File: src/rtl/univ_shift_reg.sv
// univ_shift_reg: WIDTH-bit loadable shift/rotate register with
// synchronous reset/set and a multi-cycle burst-shift engine.
module univ_shift_reg #(
  parameter int unsigned WIDTH = 8,
  parameter logic [WIDTH-1:0] RESET_VAL = {WIDTH{1'b0}},
  parameter logic [WIDTH-1:0] SET_VAL = {WIDTH{1'b1}},
  localparam int unsigned AW = $clog2(WIDTH) + 1
) (
  input  logic             clk,
  input  logic             reset,
  input  logic             set,
  input  logic             en,
  input  logic [2:0]       mode,
  input  logic [WIDTH-1:0] d,
  input  logic             sin_r,
  input  logic             sin_l,
  input  logic [AW-1:0]    amt,
  output logic [WIDTH-1:0] q,
  output logic [WIDTH-1:0] qbar,
  output logic             sout_r,
  output logic             sout_l,
  output logic             busy,
  output logic             done
);

  typedef enum logic {
    S_IDLE  = 1'b0,
    S_BURST = 1'b1
  } state_t;

  localparam logic [AW-1:0] W_MAX = AW'(WIDTH);
  localparam logic [AW-1:0] W_ONE = AW'(1);

  state_t          r_state;
  logic [WIDTH-1:0] r_q;
  logic [AW-1:0]   r_cnt;
  logic            r_dir;
  logic            r_busy;
  logic            r_done;

  logic [WIDTH-1:0] w_shr;
  logic [WIDTH-1:0] w_shl;
  logic [WIDTH-1:0] w_ror;
  logic [WIDTH-1:0] w_rol;
  logic [WIDTH-1:0] w_op_q;
  logic [WIDTH-1:0] w_burst_q;
  logic [AW-1:0]    w_amt_clamp;
  logic             w_burst_req;

  assign w_shr = {sin_r, r_q[WIDTH-1:1]};
  assign w_shl = {r_q[WIDTH-2:0], sin_l};
  assign w_ror = {r_q[0], r_q[WIDTH-1:1]};
  assign w_rol = {r_q[WIDTH-2:0], r_q[WIDTH-1]};

  // Burst direction latched at accept: 1 = left, 0 = right.
  assign w_burst_q = r_dir ? w_shl : w_shr;

  assign w_burst_req = mode[2] & mode[1];
  assign w_amt_clamp = (amt > W_MAX) ? W_MAX : amt;

  // Next q for the single-cycle modes issued from IDLE.
  always_comb begin
    w_op_q = r_q;
    case (mode)
      3'b001:  w_op_q = w_shr;
      3'b010:  w_op_q = w_shl;
      3'b011:  w_op_q = w_ror;
      3'b100:  w_op_q = w_rol;
      3'b101:  w_op_q = d;
      default: w_op_q = r_q;
    endcase
  end

  // Register bank and burst FSM; reset beats set beats mode operations.
  always_ff @(posedge clk) begin
    if (reset) begin
      r_q     <= RESET_VAL;
      r_state <= S_IDLE;
      r_cnt   <= '0;
      r_dir   <= 1'b0;
      r_busy  <= 1'b0;
      r_done  <= 1'b0;
    end else if (set) begin
      r_q     <= SET_VAL;
      r_state <= S_IDLE;
      r_cnt   <= '0;
      r_busy  <= 1'b0;
      r_done  <= 1'b0;
    end else begin
      r_done <= 1'b0;
      unique case (r_state)
        S_IDLE: begin
          if (en) begin
            if (w_burst_req) begin
              r_dir <= mode[0];
              r_cnt <= w_amt_clamp;
              if (w_amt_clamp == '0) begin
                r_done <= 1'b1;
              end else begin
                r_state <= S_BURST;
                r_busy  <= 1'b1;
              end
            end else begin
              r_q <= w_op_q;
            end
          end
        end
        S_BURST: begin
          if (en) begin
            r_q   <= w_burst_q;
            r_cnt <= r_cnt - W_ONE;
            if (r_cnt == W_ONE) begin
              r_state <= S_IDLE;
              r_busy  <= 1'b0;
              r_done  <= 1'b1;
            end
          end
        end
        default: begin
          r_state <= S_IDLE;
          r_busy  <= 1'b0;
        end
      endcase
    end
  end

  assign q      = r_q;
  assign qbar   = ~r_q;
  assign sout_r = r_q[0];
  assign sout_l = r_q[WIDTH-1];
  assign busy   = r_busy;
  assign done   = r_done;

endmodule

File: config.mk
export PLATFORM = sky130hd
export DESIGN_NAME = univ_shift_reg
export DESIGN_NICKNAME = d
export VERILOG_FILES = /design/src/rtl/univ_shift_reg.sv
export SDC_FILE = /design/constraint.sdc
export NUM_CORES = 1
export LEC_CHECK = 0
export CORE_MARGIN = 8
export CORE_UTILIZATION = 51
export CTS_CLUSTER_SIZE = 24
export DETAILED_ROUTE_END_ITERATION = 8
export HOLD_SLACK_MARGIN = 0.02
export PLACE_DENSITY_LB_ADDON = 0.1
export REMOVE_ABC_BUFFERS = 1
export SLEW_MARGIN = 20
export SYNTH_ARGS = -nofsm -noshare
export SYNTH_HDL_FRONTEND = slang
export SYNTH_SLANG_ARGS = --single-unit
File: constraint.sdc
create_clock -name clk -period 1.9 [get_ports clk]
set_input_delay 0.19 -clock clk [delete_from_list [all_inputs] [get_ports clk]]
set_output_delay 0.19 -clock clk [all_outputs]
set_load 0.02 [all_outputs]
Word level (Yosys, flattened, before mapping)
Index checks and enable logic that the tools add are counted.
Widths: inputs -> output; s select.
{"block": "word_totals", "reg_bits": 16, "input_bits": 21, "output_inout_bits": 20, "wordCells": 63}
{"block": "op_classes", "n_addsub": 1, "magnitude_cmp": 1, "eq_ne": 15, "muxes": 30, "bitwise": 4, "n_reduce_logical": 6}
{"operator": "$mux 8", "count": 5}
{"operator": "$pmux 8 s5", "count": 1}
{"operator": "$mux 4", "count": 4}
{"operator": "$pmux 8 s2", "count": 1}
{"operator": "$mux 1", "count": 15}
{"operator": "$ne 3x3->1 const B", "count": 3}
{"operator": "$ne 2x2->1 const B", "count": 4}
{"operator": "$not 8->8", "count": 1}
{"operator": "$pmux 4 s2", "count": 1}
{"operator": "$reduce_and 4->1", "count": 2}
{"operator": "$ne 7x2->1 const B", "count": 1}
{"operator": "$eq 3x2->1 const B", "count": 2}
{"operator": "$eq 3x3->1 const B", "count": 2}
{"operator": "$pmux 1 s2", "count": 3}
{"operator": "$reduce_and 5->1", "count": 1}
{"operator": "$eq 4x1->1 const B", "count": 1}
{"operator": "$gt 4x4->1 const B", "count": 1}
{"operator": "$logic_not 4->1", "count": 1}
{"operator": "$sub 4x1->4 const B", "count": 1}
{"operator": "$eq 3x1->1 const B", "count": 1}
{"operator": "$reduce_and 3->1", "count": 1}
{"operator": "$ne 2x1->1 const B", "count": 1}
{"operator": "$not 1->1", "count": 2}
{"operator": "$reduce_or 2->1", "count": 1}
{"operator": "$and 1x1->1", "count": 1}

Longest topological paths before layout
{"block": "depth", "word_depth": 7, "mapped_depth": 6}

Worst setup path after synthesis
Ideal clock, no wire load.
{"block": "synth_timing", "kind": "reg-to-reg", "from": "register r_q[2], in the netlist q[2]", "to": "register r_q[1], in the netlist q[1]", "setup_ns": 0.073, "t_arrival_ns": 1.355, "required_ns": 1.827, "slack_ns": 0.472, "path_stages_with_launch": 5, "path_cell_list": "dfxtp_1 > inv_1 > mux2_1 > o311a_1 > nor3_2"}
{"block": "synth_between", "elab_chain_cells": 5, "word_cells_on_any_way": 7, "classes_between": "7 x mux"}
{"item": "start, declared", "line": "35", "rtl": "logic [WIDTH-1:0] r_q;"}
{"item": "start signal, assigned", "line": "104", "rtl": "r_q <= w_op_q;"}
{"item": "start signal, assigned", "line": "110", "rtl": "r_q <= w_burst_q;"}
{"item": "$pmux 8 s5", "line": "64", "rtl": "case (mode)"}
{"item": "$mux 8", "line": "94", "rtl": "if (w_burst_req) begin"}
{"item": "$mux 8", "line": "93", "rtl": "if (en) begin"}
{"item": "$pmux 8 s2 (*)", "line": "91", "rtl": "unique case (r_state)"}
{"item": "$mux 8 (*)", "line": "83", "rtl": "end else if (set) begin"}
Mark *: on every way between the ends. The rest lies on a longest branch, timed or not. The select of a mux whose other input is x is not followed.
A chain may end at the register's enable or synchronous reset.

Worst setup path after layout
{"block": "layout_timing", "from": "input mode[1]", "to": "register r_q[5], in the netlist q[5]"}
{"block": "layout_between", "elab_chain_cells": 6, "word_cells_on_any_way": 14, "classes_between": "7 x eq/ne; 5 x mux; 1 x bitwise; 1 x reduce/logical"}
{"item": "start, declared", "line": "13", "rtl": "input logic [2:0] mode,"}
{"item": "$eq 3x3->1, or another cell as far along", "line": "64"}
{"item": "$pmux 8 s5", "line": "64"}
{"item": "$mux 8", "line": "94"}
{"item": "$mux 8", "line": "93"}
{"item": "$pmux 8 s2", "line": "91"}
{"item": "$mux 8", "line": "83"}
Parallel ways exist; a longest one is shown, timed or not. The select of a mux whose other input is x is not followed.

==> metrics.txt <==
status=completed; P_sw=348 uW; yosys warns=0; Tightest Pin Transition=480 ps; Residual DRC=0; total congestion overflow=0; sequential share of the synthesized area=0.230; Yosys top cell by area=dfxtp_1; Setup crit end kind=flop; CTS tree=built; Post-Place Cells=239; Longest Clk Path Bufs=2; largest net degree at the start of global routing=17; count of input and output buffers=40; Buf/Inv on CP=2; Gate power share=0.383; post-detail-place hpwl=3170 um; Total Neg Setup Slack=0 ps; slowest CP cell=clkdlybuf4s50_1; Critical Path RT=2130 ps; Num CTS Buffers=3; CTS sink count=16; clock network fraction of design power=0.235; Post-Syn Instances=167; GRT Overall Usage=0.182; post-synth top area share=0.230; Slew Limit Fails=0; maximum clock rate=610 MHz; Starting Density=0.519; VDD IR-drop max=398 uV; Cell Int Power=671 uW; max-cap violations=0; layout cells sized above 1=0.175; via count=1439; ranking of synthesized cells by area=dfxtp_1 23%, nor2_1 5.7%, mux2_2 4.8%; synthesized area=1400 um^2; clk_lat worst skew=300 ps; Layout Nets=236; Final Hold Viols=0; first-pass GRT wire length=6700 um; setup repair after global routing missed its margin=no; Syn Area/Cell=8.35 um^2; Hold WC Path Type=in -> reg; DR iter-0 viols=162; top cell family by delay on the critical path=buffers and inverters; WP data arrival=1870 ps; number of synthesized flops with an enable pin=0; CP max stage delay=470 ps; PostCTS Resize Cnt=0; Switching Share=0.341; synth unique cells=45; gpl congestion=0.863; die area=4660 um^2; Final setup viols=0; Pleak=0.737 nW; CP cell instances=clkdlybuf4s50_1 > buf_4 > xor2_4 > mux2_1 > o311a_1 > nor3_2; crit path kind=in -> reg; Post-Layout Cell Count=243; wire per inst=17.0 um; Seq pwr share=0.382; Layout area overhead=35.4%; post-CTS setup buffers=0; Tcrit/Tclk final=0.863; clk_skew=2.04 ps; Slew HR=0.679; Crit Path Max Fanout=8; minimum clock period=1640 ps; H-tree depth=1; Pre-Repair DR Iteration Count=6; ys flop type=dfxtp_1; Filler cells=229; Core Region=2690 um^2; Async S/R FF share, synth=0; Vias/cell=5.92; PwrDens=539 nW/um^2; post-synthesis register bit count=16; startpoint type of the worst setup path=input port; vias in the first global route=1385; chip height=68.3 um; number of top-level pins=41; num rows=19; number of diodes=0; initial antenna violation count=0; Reg clk slew, reported paths=100 ps; Antenna Violating Nets Remaining=0; Hold Buf Count CTS=0; width of the die=68.3 um; WL final=4120 um; clock tree root driver cell=clkbuf_4
[layer usage]
| metal | routed length, um | vias up | GRT usage |
|---|---|---|---|
| met5 | 0 | - | 0 |
| met4 | 37 | 0 | 0.0512 |
| met3 | 243 | 5 | 0.0278 |
| met2 | 2080 | 42 | 0.325 |
| met1 | 1760 | 683 | 0.221 |
| li1 | - | 709 | - |
[area by class of cell]
type	count	area (um^2)	share of cell area
Inverter	16	60.1	0.0318
Multi-Input combinational cell	122	928	0.491
Timing Repair Buffer	54	505	0.268
Clock buffer	4	36.3	0.0192
Sequential cell	16	320	0.170
Tap cell	31	38.8	0.0205
[layout by cell type (no fill, tap or decap), types with 2 or more instances in the layout]
master / n
a31oi_1: 2
dfxtp_1: 16
o2111ai_1: 2
nor2_1: 21
a311oi_1: 3
clkbuf_4: 3
nand3b_1: 7
nor3_2: 6
mux2_2: 6
nor4bb_1: 2
mux2i_1: 4
clkdlybuf4s50_1: 40
nand2b_1: 2
o311a_1: 5
ha_1: 2
o31ai_4: 2
and3_1: 2
mux2_1: 5
o31ai_1: 8
a21oi_1: 5
nor3_1: 6
buf_4: 14
nand2_1: 12
o211ai_1: 2
inv_1: 15
[worst reg2reg max path: stages, from the launching register on]
cell,delay (ps)
dfxtp_1,630
buf_4,290
o21ai_4,110
a2111oi_1,370
[Yosys cell counts (all sizes together), types with 2 or more instances]
cell,instances
a21oi,5
a311oi,3
a31oi,2
and3,2
buf,12
dfxtp,16
ha,2
inv,16
mux2,11
mux2i,4
nand2,12
nand2b,2
nand3b,7
nor2,21
nor3,12
nor4bb,2
o2111ai,2
o211ai,2
o21ai,2
o311a,5
o31ai,10
[state kept, by name (all words and copies together) (netlist names)]
signal,cells
q,8
r_cnt,4
busy,1
done,1
r_dir,1
r_state,1
[worst paths after layout]
check             cells after the start  slack [ps]  startpoint  endpoint
hold reg to reg                       2         550    r_cnt[3]  r_cnt[3]
hold / removal                        3         520      amt[0]  r_cnt[0]
setup / recovery                      6         260     mode[1]      q[5]
setup reg to reg                      3         400     r_state  r_cnt[1]
[through the flow]
step | utilization | setup WS, ps | area (um^2) | hold WS, ps | total power, mW
after floorplan | - | 314 | 1310 | 260 | 0.581
after global placement | 0.690 | 15.0 | 1850 | 532 | 0.778
after detailed placement | 0.690 | -34.3 | 1850 | 533 | 0.786
after CTS | 0.703 | 269 | 1890 | 512 | 1.03
after global routing | 0.703 | 188 | 1890 | 535 | 1.07
final | 0.703 | 261 | 1890 | 522 | 1.02
[cell families after synthesis]
| kind of cell | share of synthesized area |
|---|---|
| adders and majority gates | 0.0179 |
| and+or+nand+nor | 0.248 |
| muxes | 0.117 |
| AOI/OAI and AO/OA | 0.262 |
| xor gates and xnor gates | 0.0197 |
| DFF | 0.230 |
| buffers and inverters | 0.105 |
[power by group through the flow]
stage | clock, mW | combinational [mW] | sequential [mW]
global placement | 0 | 0.383 | 0.395
CTS | 0.248 | 0.390 | 0.389
finish | 0.240 | 0.390 | 0.389
detailed placement | 0 | 0.389 | 0.397
global route | 0.257 | 0.417 | 0.394
floorplan | 0 | 0.166 | 0.416
Power figures use the tool's default switching activity.
